### src/rtl/lsu_arbiter.sv
// lsu_arbiter: round-robin arbiter letting NUM_CH thread channels share the
// single-ported lsu memory stage. One operation in flight at a time; each
// operation runs IDLE (accept) -> ISSUE (strobe) -> WAIT (capture) -> RESPOND.
//
// Ports
//   clk, reset        clock, synchronous active-high reset
//   req_valid/write   per-channel request valid / store select
//   req_addr/wdata    packed per-channel payload, channel i at [i*W +: W]
//   req_ready         one-hot accept (combinational, IDLE only)
//   rsp_valid         one-hot one-cycle response pulse
//   rsp_data          load data for the responding channel, 0 for stores
//   lsu_*             command/response port to the lsu stage
module lsu_arbiter #(
  parameter int NUM_CH = 4,
  parameter int ADDR_W = 8,
  parameter int DATA_W = 8
) (
  input  logic                     clk,
  input  logic                     reset,
  input  logic [NUM_CH-1:0]        req_valid,
  input  logic [NUM_CH-1:0]        req_write,
  input  logic [NUM_CH*ADDR_W-1:0] req_addr,
  input  logic [NUM_CH*DATA_W-1:0] req_wdata,
  output logic [NUM_CH-1:0]        req_ready,
  output logic [NUM_CH-1:0]        rsp_valid,
  output logic [DATA_W-1:0]        rsp_data,
  output logic [ADDR_W-1:0]        lsu_address,
  output logic [DATA_W-1:0]        lsu_write_data,
  output logic                     lsu_mem_write,
  output logic                     lsu_mem_read,
  input  logic [DATA_W-1:0]        lsu_read_data,
  input  logic                     lsu_busy
);

  localparam int CH_W = (NUM_CH > 1) ? $clog2(NUM_CH) : 1;

  typedef enum logic [1:0] {IDLE, ISSUE, WAIT, RESPOND} state_t;

  state_t                         state, state_nxt;
  logic [CH_W-1:0]                rr_ptr, gnt_q, win;
  logic                           any_vld, accept, wr_q;
  logic [NUM_CH-1:0][ADDR_W-1:0]  addr_a;
  logic [NUM_CH-1:0][DATA_W-1:0]  wdata_a;

  // Per-channel payload unpack and one-hot grant/response decode.
  for (genvar i = 0; i < NUM_CH; i++) begin : g_ch
    assign addr_a[i]    = req_addr[i*ADDR_W +: ADDR_W];
    assign wdata_a[i]   = req_wdata[i*DATA_W +: DATA_W];
    assign req_ready[i] = accept && (win == CH_W'(i));
    assign rsp_valid[i] = (state == RESPOND) && (gnt_q == CH_W'(i));
  end

  // Scan from rr_ptr upward (mod NUM_CH). Walking the offsets from the far
  // end down lets the nearest valid channel overwrite any farther one.
  always_comb begin
    logic [CH_W:0] sum;
    win     = '0;
    any_vld = 1'b0;
    sum     = '0;
    for (int k = NUM_CH - 1; k >= 0; k--) begin
      sum = {1'b0, rr_ptr} + (CH_W+1)'(k);
      if (sum >= (CH_W+1)'(NUM_CH)) sum = sum - (CH_W+1)'(NUM_CH);
      if (req_valid[sum[CH_W-1:0]]) begin
        win     = sum[CH_W-1:0];
        any_vld = 1'b1;
      end
    end
  end

  // Reset gates the grant so req_ready can never fire during reset.
  assign accept = (state == IDLE) && !reset && !lsu_busy && any_vld;

  always_ff @(posedge clk) begin
    if (reset) begin
      state          <= IDLE;
      rr_ptr         <= '0;
      gnt_q          <= '0;
      wr_q           <= 1'b0;
      lsu_address    <= '0;
      lsu_write_data <= '0;
      rsp_data       <= '0;
    end else begin
      state <= state_nxt;
      if (accept) begin
        gnt_q          <= win;
        wr_q           <= req_write[win];
        lsu_address    <= addr_a[win];
        lsu_write_data <= wdata_a[win];
        rr_ptr         <= (win == CH_W'(NUM_CH - 1)) ? '0 : win + CH_W'(1);
      end
      if (state == WAIT) rsp_data <= wr_q ? '0 : lsu_read_data;
    end
  end

  always_comb begin
    state_nxt     = state;
    lsu_mem_read  = 1'b0;
    lsu_mem_write = 1'b0;
    case (state)
      IDLE:    if (accept) state_nxt = ISSUE;
      ISSUE: begin
        lsu_mem_write = wr_q;
        lsu_mem_read  = !wr_q;
        state_nxt     = WAIT;
      end
      WAIT:    state_nxt = RESPOND;
      RESPOND: state_nxt = IDLE;
      default: state_nxt = IDLE;
    endcase
  end

endmodule

### config.mk
export PLATFORM = sky130hd
export DESIGN_NAME = lsu_arbiter
export DESIGN_NICKNAME = d
export VERILOG_FILES = /design/src/rtl/lsu_arbiter.sv
export SDC_FILE = /design/constraint.sdc
export NUM_CORES = 1
export LEC_CHECK = 0
export ABC_AREA = 1
export CORE_ASPECT_RATIO = 1.1
export CORE_MARGIN = 5
export CORE_UTILIZATION = 35
export DETAILED_ROUTE_END_ITERATION = 10
export PLACE_DENSITY = 0.87
export SKIP_CTS_REPAIR_TIMING = 1
export SYNTH_ARGS = -nofsm -noshare
export SYNTH_HDL_FRONTEND = slang
export SYNTH_SLANG_ARGS = --single-unit
### constraint.sdc
create_clock -name clk -period 2.6 [get_ports clk]
set_input_delay 0.78 -clock clk [delete_from_list [all_inputs] [get_ports clk]]
set_output_delay 0.78 -clock clk [all_outputs]
set_load 0.005 [all_outputs]
==> results of run 1 <==
[per-stage QoR]
step           total power [uW]  cell area, sq um  TNS (ns)  hold WS [ns]
3_3_place_gp               2940              3560     -3.71         0.454
5_1_grt                    4050              3820     -1.26         0.492
2_1_floorplan              2120              2160         0         0.462
3_5_place_dp               3010              3560     -4.88         0.462
6_report                   3730              3820    -0.826         0.471
4_1_cts                    3450              3660     -3.71         0.473
[routing by layer]
| metal | global-route usage [%] | vias to the layer above | wire length, um |
|---|---|---|---|
| li1 | - | 1426 | - |
| met1 | 22.1 | 1212 | 3170 |
| met5 | 0 | - | 0 |
| met3 | 5.03 | 12 | 589 |
| met4 | 5.94 | 0 | 161 |
| met2 | 35.0 | 110 | 3930 |
[kinds of logic (layout without fill, tap and decap cells)]
group	count (synthesis)	after routing	synth area share (%)
fa+ha+maj	5	5	2.92
compound gates	16	16	4.32
simple gates	254	254	51.7
buf+inv	55	202	12.1
flops	31	31	29.0
[flip-flops by register name (all words and copies together), names as in the netlist]
signal,cells
state,2
gnt_q,2
wr_q,1
rsp_data,8
rr_ptr,2
lsu_write_data,8
lsu_address,8
[critical path: stages]
cell	delay, ns
buf_6	0.09
inv_2	0.04
nand2_2	0.06
and2_4	0.18
buf_4	0.12
a21oi_1	0.15
nand2_1	0.12
nand2_4	0.12
buf_4	0.13
inv_2	0.03
nand3_2	0.08
inv_1	0.04
dlymetal6s2s_1	0.15
[placed cells by master (no fill, tap or decap), drive strengths merged, types with 5 or more instances in the layout]
master         count
ha                 5
dfxtp             31
clkbuf            11
inv               37
nand2            128
a21oi             11
nor3               8
nand3             72
buf               42
nor2              45
clkdlybuf4s50    107
[power breakdown]
group | switching [uW] | internal [uW] | total, uW | leakage (uW)
clock | 186 | 241 | 427 | 0.0000505
sequential | 103 | 641 | 744 | 0.000255
combinational | 1380 | 1180 | 2560 | 0.00149
[final cells by class]
type                       count  area [sq um]
tap                           80           100
clock buffer                   7          96.3
clock inverter                 1          7.51
timing repair buffer         155          1440
multi-input combinational    275          1400
sequential                    31           624
fill                         544          2260
inverter                      39           154
[worst max-delay path by stage]
stage,from,endpoint,slack (ns),cells past startpoint
final,req_valid[2],req_ready[1],-0.26,13
after global routing,req_valid[2],req_ready[1],-0.35,13
after CTS,req_valid[2],req_ready[0],-0.97,13
after detailed placement,req_valid[2],req_ready[0],-0.97,13
after global placement,req_valid[3],req_ready[0],-0.89,14
after floorplan,req_valid[3],req_ready[0],0.02,12
==> results.md, run 1 <==
* Status: complete, but fails checks
* Failing checks: negative setup slack
* CP arrival at 2.08 ns
* Final Max Tran Viols at 0
* Final setup margin at -0.265 ns
* Yosys cell types at 25
* Core Area at 6080 sq um
* Setup violators final at 4
* Reg2reg end: state[1]$_SDFFE_PP0P_
* Tcrit/Tclk final at 110%
* EDFF count, synth at 0
* Core Util, Final at 62.8%
* Routed Antenna Nets at 0
* CTS tree: built
* Critical path class: in2out
* Final Skew at 0.0109 ns
* DP Worst Slack at -0.968 ns
* H-tree depth at 2
* Slew @ Worst Pin at 0.375 ns
* Sequential area share after synthesis at 29.0%
* Initial DRC count at 146
* Clk root buf: clkbuf_8
* Leakage Power at 0.00180 uW
* Final period demand of the worst path at 2.86 ns
* Worst setup EP type: output port
* Vias in the first global route at 2,726
* Share of cells above drive strength 1 at 19.9%
* Post-synth top cells: nand2_1 (120), nand3_1 (72), nor2_1 (42)
* Final cell count without fillers at 588
* Total gr overflow at 0
* Final hold vios at 0
* Wire length of the first global-routing pass at 12,500 um
* CP required at 1.82 ns
* HPWL after DPL at 5910 um
* Die Width at 84.6 um
* VDD IR max at 0.431 mV
* Syn_area_per_cell at 5.94 sq um
* RR Startpoint: rr_ptr[0]$_SDFFE_PP0P_
* Die H at 92.1 um
* Max Root-Sink Buffers at 2
* Placer Congestion at 0.917
* Placed cells at 574
* Reg2reg path depth at 13
* # rows at 30
* Die area at 7790 sq um
* Via Count at 2,760
* Clk Latency, worst-skew pair at 0.28 ns
* Top Ports at 117
* Nets@finish at 595
* CTS Sinks at 31
* Post-Syn Instances at 361
* Flop2flop setup slack at 0.60 ns
* Hold path endpoint: rsp_data[2]$_SDFFE_PP0P_
* Fmax at 0.349 GHz
* WL/cell at 13.3 um
* Area contributors post-synth: dfxtp_1 (29%), nand2_1 (21%), nand3_1 (17%)
* Hold path depth at 2
* PwrDens at 976 nW/um^2
* Port bufs at 116
* Syn nets at 449
* Max_slew headroom at 75.0%
* Synthesized flop and latch total at 31
* Total wire length at 7850 um
* Number of buffers created by CTS at 5
* Antenna diode count at 0
* DR pass1 iterations at 4
* Synth area leader: dfxtp_1
* Vias per cell at 4.69
* Largest net degree at the start of global routing at 24
* Total of max-cap violations at 0
* Yosys warnings at 0
* Synth Flop Type: dfxtp_1
* Initial Util at 35.2%
* HP Start: rsp_data[2]$_SDFFE_PP0P_
* All-Layer GR Usage at 19.4%
* Area delta synth->final at 78.2%
* Synthesized cell area at 2140 sq um
* Antenna violations before repair at 0
* DR DRC count at 0
* Critical path peak fanout at 5
* Count leader, synth: nand2_1
* RSZ-0062 raised after global routing: yes
* Top-area cell type share of the netlist area at 29.0%
* Crit start category: primary input
* Hold WC Path Type: reg2reg
* Reg clk slew, reported paths at 0.06 ns
* Async set-reset flop share out of synthesis at 0%
(Power assumes the default switching activity.)
==> run 2, diff against run 1 <==
--- a/config.mk
+++ b/config.mk
@@ -8,10 +8,10 @@
 export ABC_AREA = 1
 export CORE_ASPECT_RATIO = 1.1
 export CORE_MARGIN = 5
-export CORE_UTILIZATION = 35
+export CORE_UTILIZATION = 36
+export CTS_BUF_LIST = sky130_fd_sc_hd__clkbuf_8
 export DETAILED_ROUTE_END_ITERATION = 10
-export PLACE_DENSITY = 0.87
-export SKIP_CTS_REPAIR_TIMING = 1
+export PLACE_DENSITY = 0.89
 export SYNTH_ARGS = -nofsm -noshare
 export SYNTH_HDL_FRONTEND = slang
 export SYNTH_SLANG_ARGS = --single-unit
==> results.md, run 2 (synthesized netlist as in run 1, its figures left out) <==
* Crit start category: primary input
* Most frequent cells in the layout: nand2_1 (107), clkdlybuf4s50_1 (106), nand3_1 (69)
* CP cell instances: buf_6 -> inv_2 -> nand2_2 -> and2_4 -> nand2_4 -> nand2_4 -> inv_2 -> nand2_2 -> nand2_4 -> nand2_8 -> nor2_4 -> inv_2 -> nor2_1 -> buf_2
* Clk Latency, worst-skew pair at 0.28 ns (about the same)
* Initial Util at 37.2% (+1.9 points)
* Tcrit/Tclk final at 104% (-5.9 points)
* Final period demand of the worst path at 2.71 ns (-0.154 ns)
* Core Area at 5770 sq um (-5.1%)
* Critical path destination: req_ready[0]
* Share of cells above drive strength 1 at 22.1% (+2.3 points)
* CTS tree: built
* Flop2flop setup slack at 0.48 ns (-0.12 ns)
* Critical path peak fanout at 3 (-2)
* DR pass1 iterations at 4 (unchanged)
* Area delta synth->final at 81.8%
* Failing checks: negative setup slack
* Max Root-Sink Buffers at 2 (unchanged)
* Worst setup EP type: output port
* RSZ-0062 raised after global routing: yes
* Crit path launch: req_valid[2]
* Largest stage delay, worst path at 0.18 ns (about the same)
* RR Startpoint: rr_ptr[0]$_SDFFE_PP0P_
* CP arrival at 1.93 ns (-0.15 ns)
* Cts hold-fix bufs at 0
* Reg2reg end: wr_q$_SDFFE_PP0P_
* Hold WC Path Type: reg2reg
* CTS Sinks at 31 (unchanged)
* Top Registers: lsu_address: 8 flops, lsu_write_data: 8 flops, rsp_data: 8 flops
* CP required at 1.82 ns (about the same)
* VDD IR max at 0.445 mV (+3.3%)
* Buf+Inv Stages, Crit Path at 5 (-2)
* Top Ports at 117 (unchanged)
* Die Width at 83.6 um (-1.2%)
* Reg2reg path depth at 16 (+3)
* WL/cell at 13.7 um (+2.3%)
* Hold path depth at 2 (unchanged)
* Total of max-cap violations at 0 (unchanged)
* Final setup margin at -0.111 ns (+0.154 ns)
* Total wire length at 8080 um (+3.0%)
* Via Count at 2,864 (+3.8%)
* Largest net degree at the start of global routing at 24 (unchanged)
* Commonest non-fill, non-tap cell in the layout: nand2_1
* Wire length of the first global-routing pass at 13,500 um (+7.8%)
* Die H at 90.9 um (-1.2%)
* Routed Antenna Nets at 0 (unchanged)
* Number of buffers created by CTS at 5 (unchanged)
* Final hold vios at 0 (unchanged)
* Critical path class: in2out
* Status: complete, but fails checks
* Crit-path slowest cell: and2_4
* Total gr overflow at 0 (unchanged)
* Fmax at 0.369 GHz (+5.7%)
* Final cell count without fillers at 592 (+0.68%)
* Setup violators final at 4 (unchanged)
* Antenna diode count at 0 (unchanged)
* Crit-path leading delay family: simple AND/OR/NAND/NOR gates
* Initial DRC count at 137 (-6.2%)
* H-tree depth at 2 (unchanged)
* Slew @ Worst Pin at 0.384 ns (+0.00858 ns)
* Antenna violations before repair at 0 (unchanged)
* Vias in the first global route at 2,879 (+5.6%)
* Pwr Total at 3810 uW (+2.3%)
* Die area at 7600 sq um (-2.5%)
* Nets@finish at 603 (+1.3%)
* Vias per cell at 4.84 (+3.1%)
* Port bufs at 116 (unchanged)
* # rows at 29 (-3.3%)
* DR DRC count at 0 (unchanged)
* PwrDens at 979 nW/um^2 (+0.24%)
* Clk root buf: clkbuf_8
* Final Max Tran Viols at 0 (unchanged)
* Placer Congestion at 0.968 (+5.6%)
* Final Skew at 0.00608 ns (-0.00483 ns)
* HPWL after DPL at 5870 um (-0.74%)
* Placed cells at 570 (-0.70%)
* Max_slew headroom at 74.4% (-0.57 points)
* Levels on crit path at 14 (+1)
* Reg clk slew, reported paths at 0.06 ns (about the same)
* All-Layer GR Usage at 21.5% (+2.1 points)
* Leakage Power at 0.00181 uW (+0.75%)
* HP Start: lsu_write_data[4]$_SDFFE_PP0P_
==> run 2: worst min-delay path by stage <==
stage,end,slack (ns)
2_1_floorplan,rsp_data[0]$_SDFFE_PP0P_,0.46
4_1_cts,lsu_write_data[4]$_SDFFE_PP0P_,0.47
5_1_grt,lsu_write_data[4]$_SDFFE_PP0P_,0.48
3_3_place_gp,rsp_data[1]$_SDFFE_PP0P_,0.45
6_report,lsu_write_data[4]$_SDFFE_PP0P_,0.47
3_5_place_dp,lsu_write_data[4]$_SDFFE_PP0P_,0.46
==> run 2: layout make-up <==
class | instances | area, sq um
Fill cell | 439 | 1870
Timing Repair Buffer | 163 | 1520
Multi-Input combinational cell | 275 | 1400
Sequential cell | 31 | 624
Inverter | 39 | 154
Tap cell | 77 | 96.3
Clock buffer | 5 | 68.8
Clock inverter | 2 | 33.8
==> run 2: metal layers <==
| layer | track usage (%) | vias up | part of all wire, % | routed length, um |
|---|---|---|---|---|
| met4 | 8.04 | 0 | 2.8 | 229 |
| met2 | 40.3 | 125 | 51 | 4140 |
| li1 | - | 1440 | - | - |
| met3 | 5.02 | 17 | 7.4 | 595 |
| met5 | 0 | - | 0 | 0 |
| met1 | 23.1 | 1282 | 39 | 3120 |
==> run 2: stage by stage <==
stage	area [sq um]	util (%)	hold slack [ns]	setup WS (ns)	setup TNS [ns]
floorplan	2160	-	0.462	0.0179	0
global placement	3550	61.5	0.453	-0.889	-3.63
detailed placement	3550	61.5	0.457	-0.984	-4.47
CTS	3870	67.0	0.468	-0.0825	-0.245
global route	3900	67.6	0.479	-0.181	-0.677
finish	3900	67.6	0.466	-0.111	-0.369
==> run 2: repair_timing <==
item                                    4_1_cts  5_1_grt
buffers inserted                             15        0
pin swaps                                    25        6
resized for setup                            77        9
endpoints found under the setup margin        4        5
==> run 2: tightest hold or removal path: stages, from the launching register on <==
cell and delay [ns]:
dfxtp_1 0.31, nand3_1 0.07, nand2_1 0.04
==> run 2: power by group <==
group          switching (uW)  leakage (uW)  total, uW  internal [uW]
registers                 101      0.000255        743            641
logic                    1420       0.00150       2620           1200
clock network             175     0.0000554        452            277
total                    1690       0.00181       3810           2120
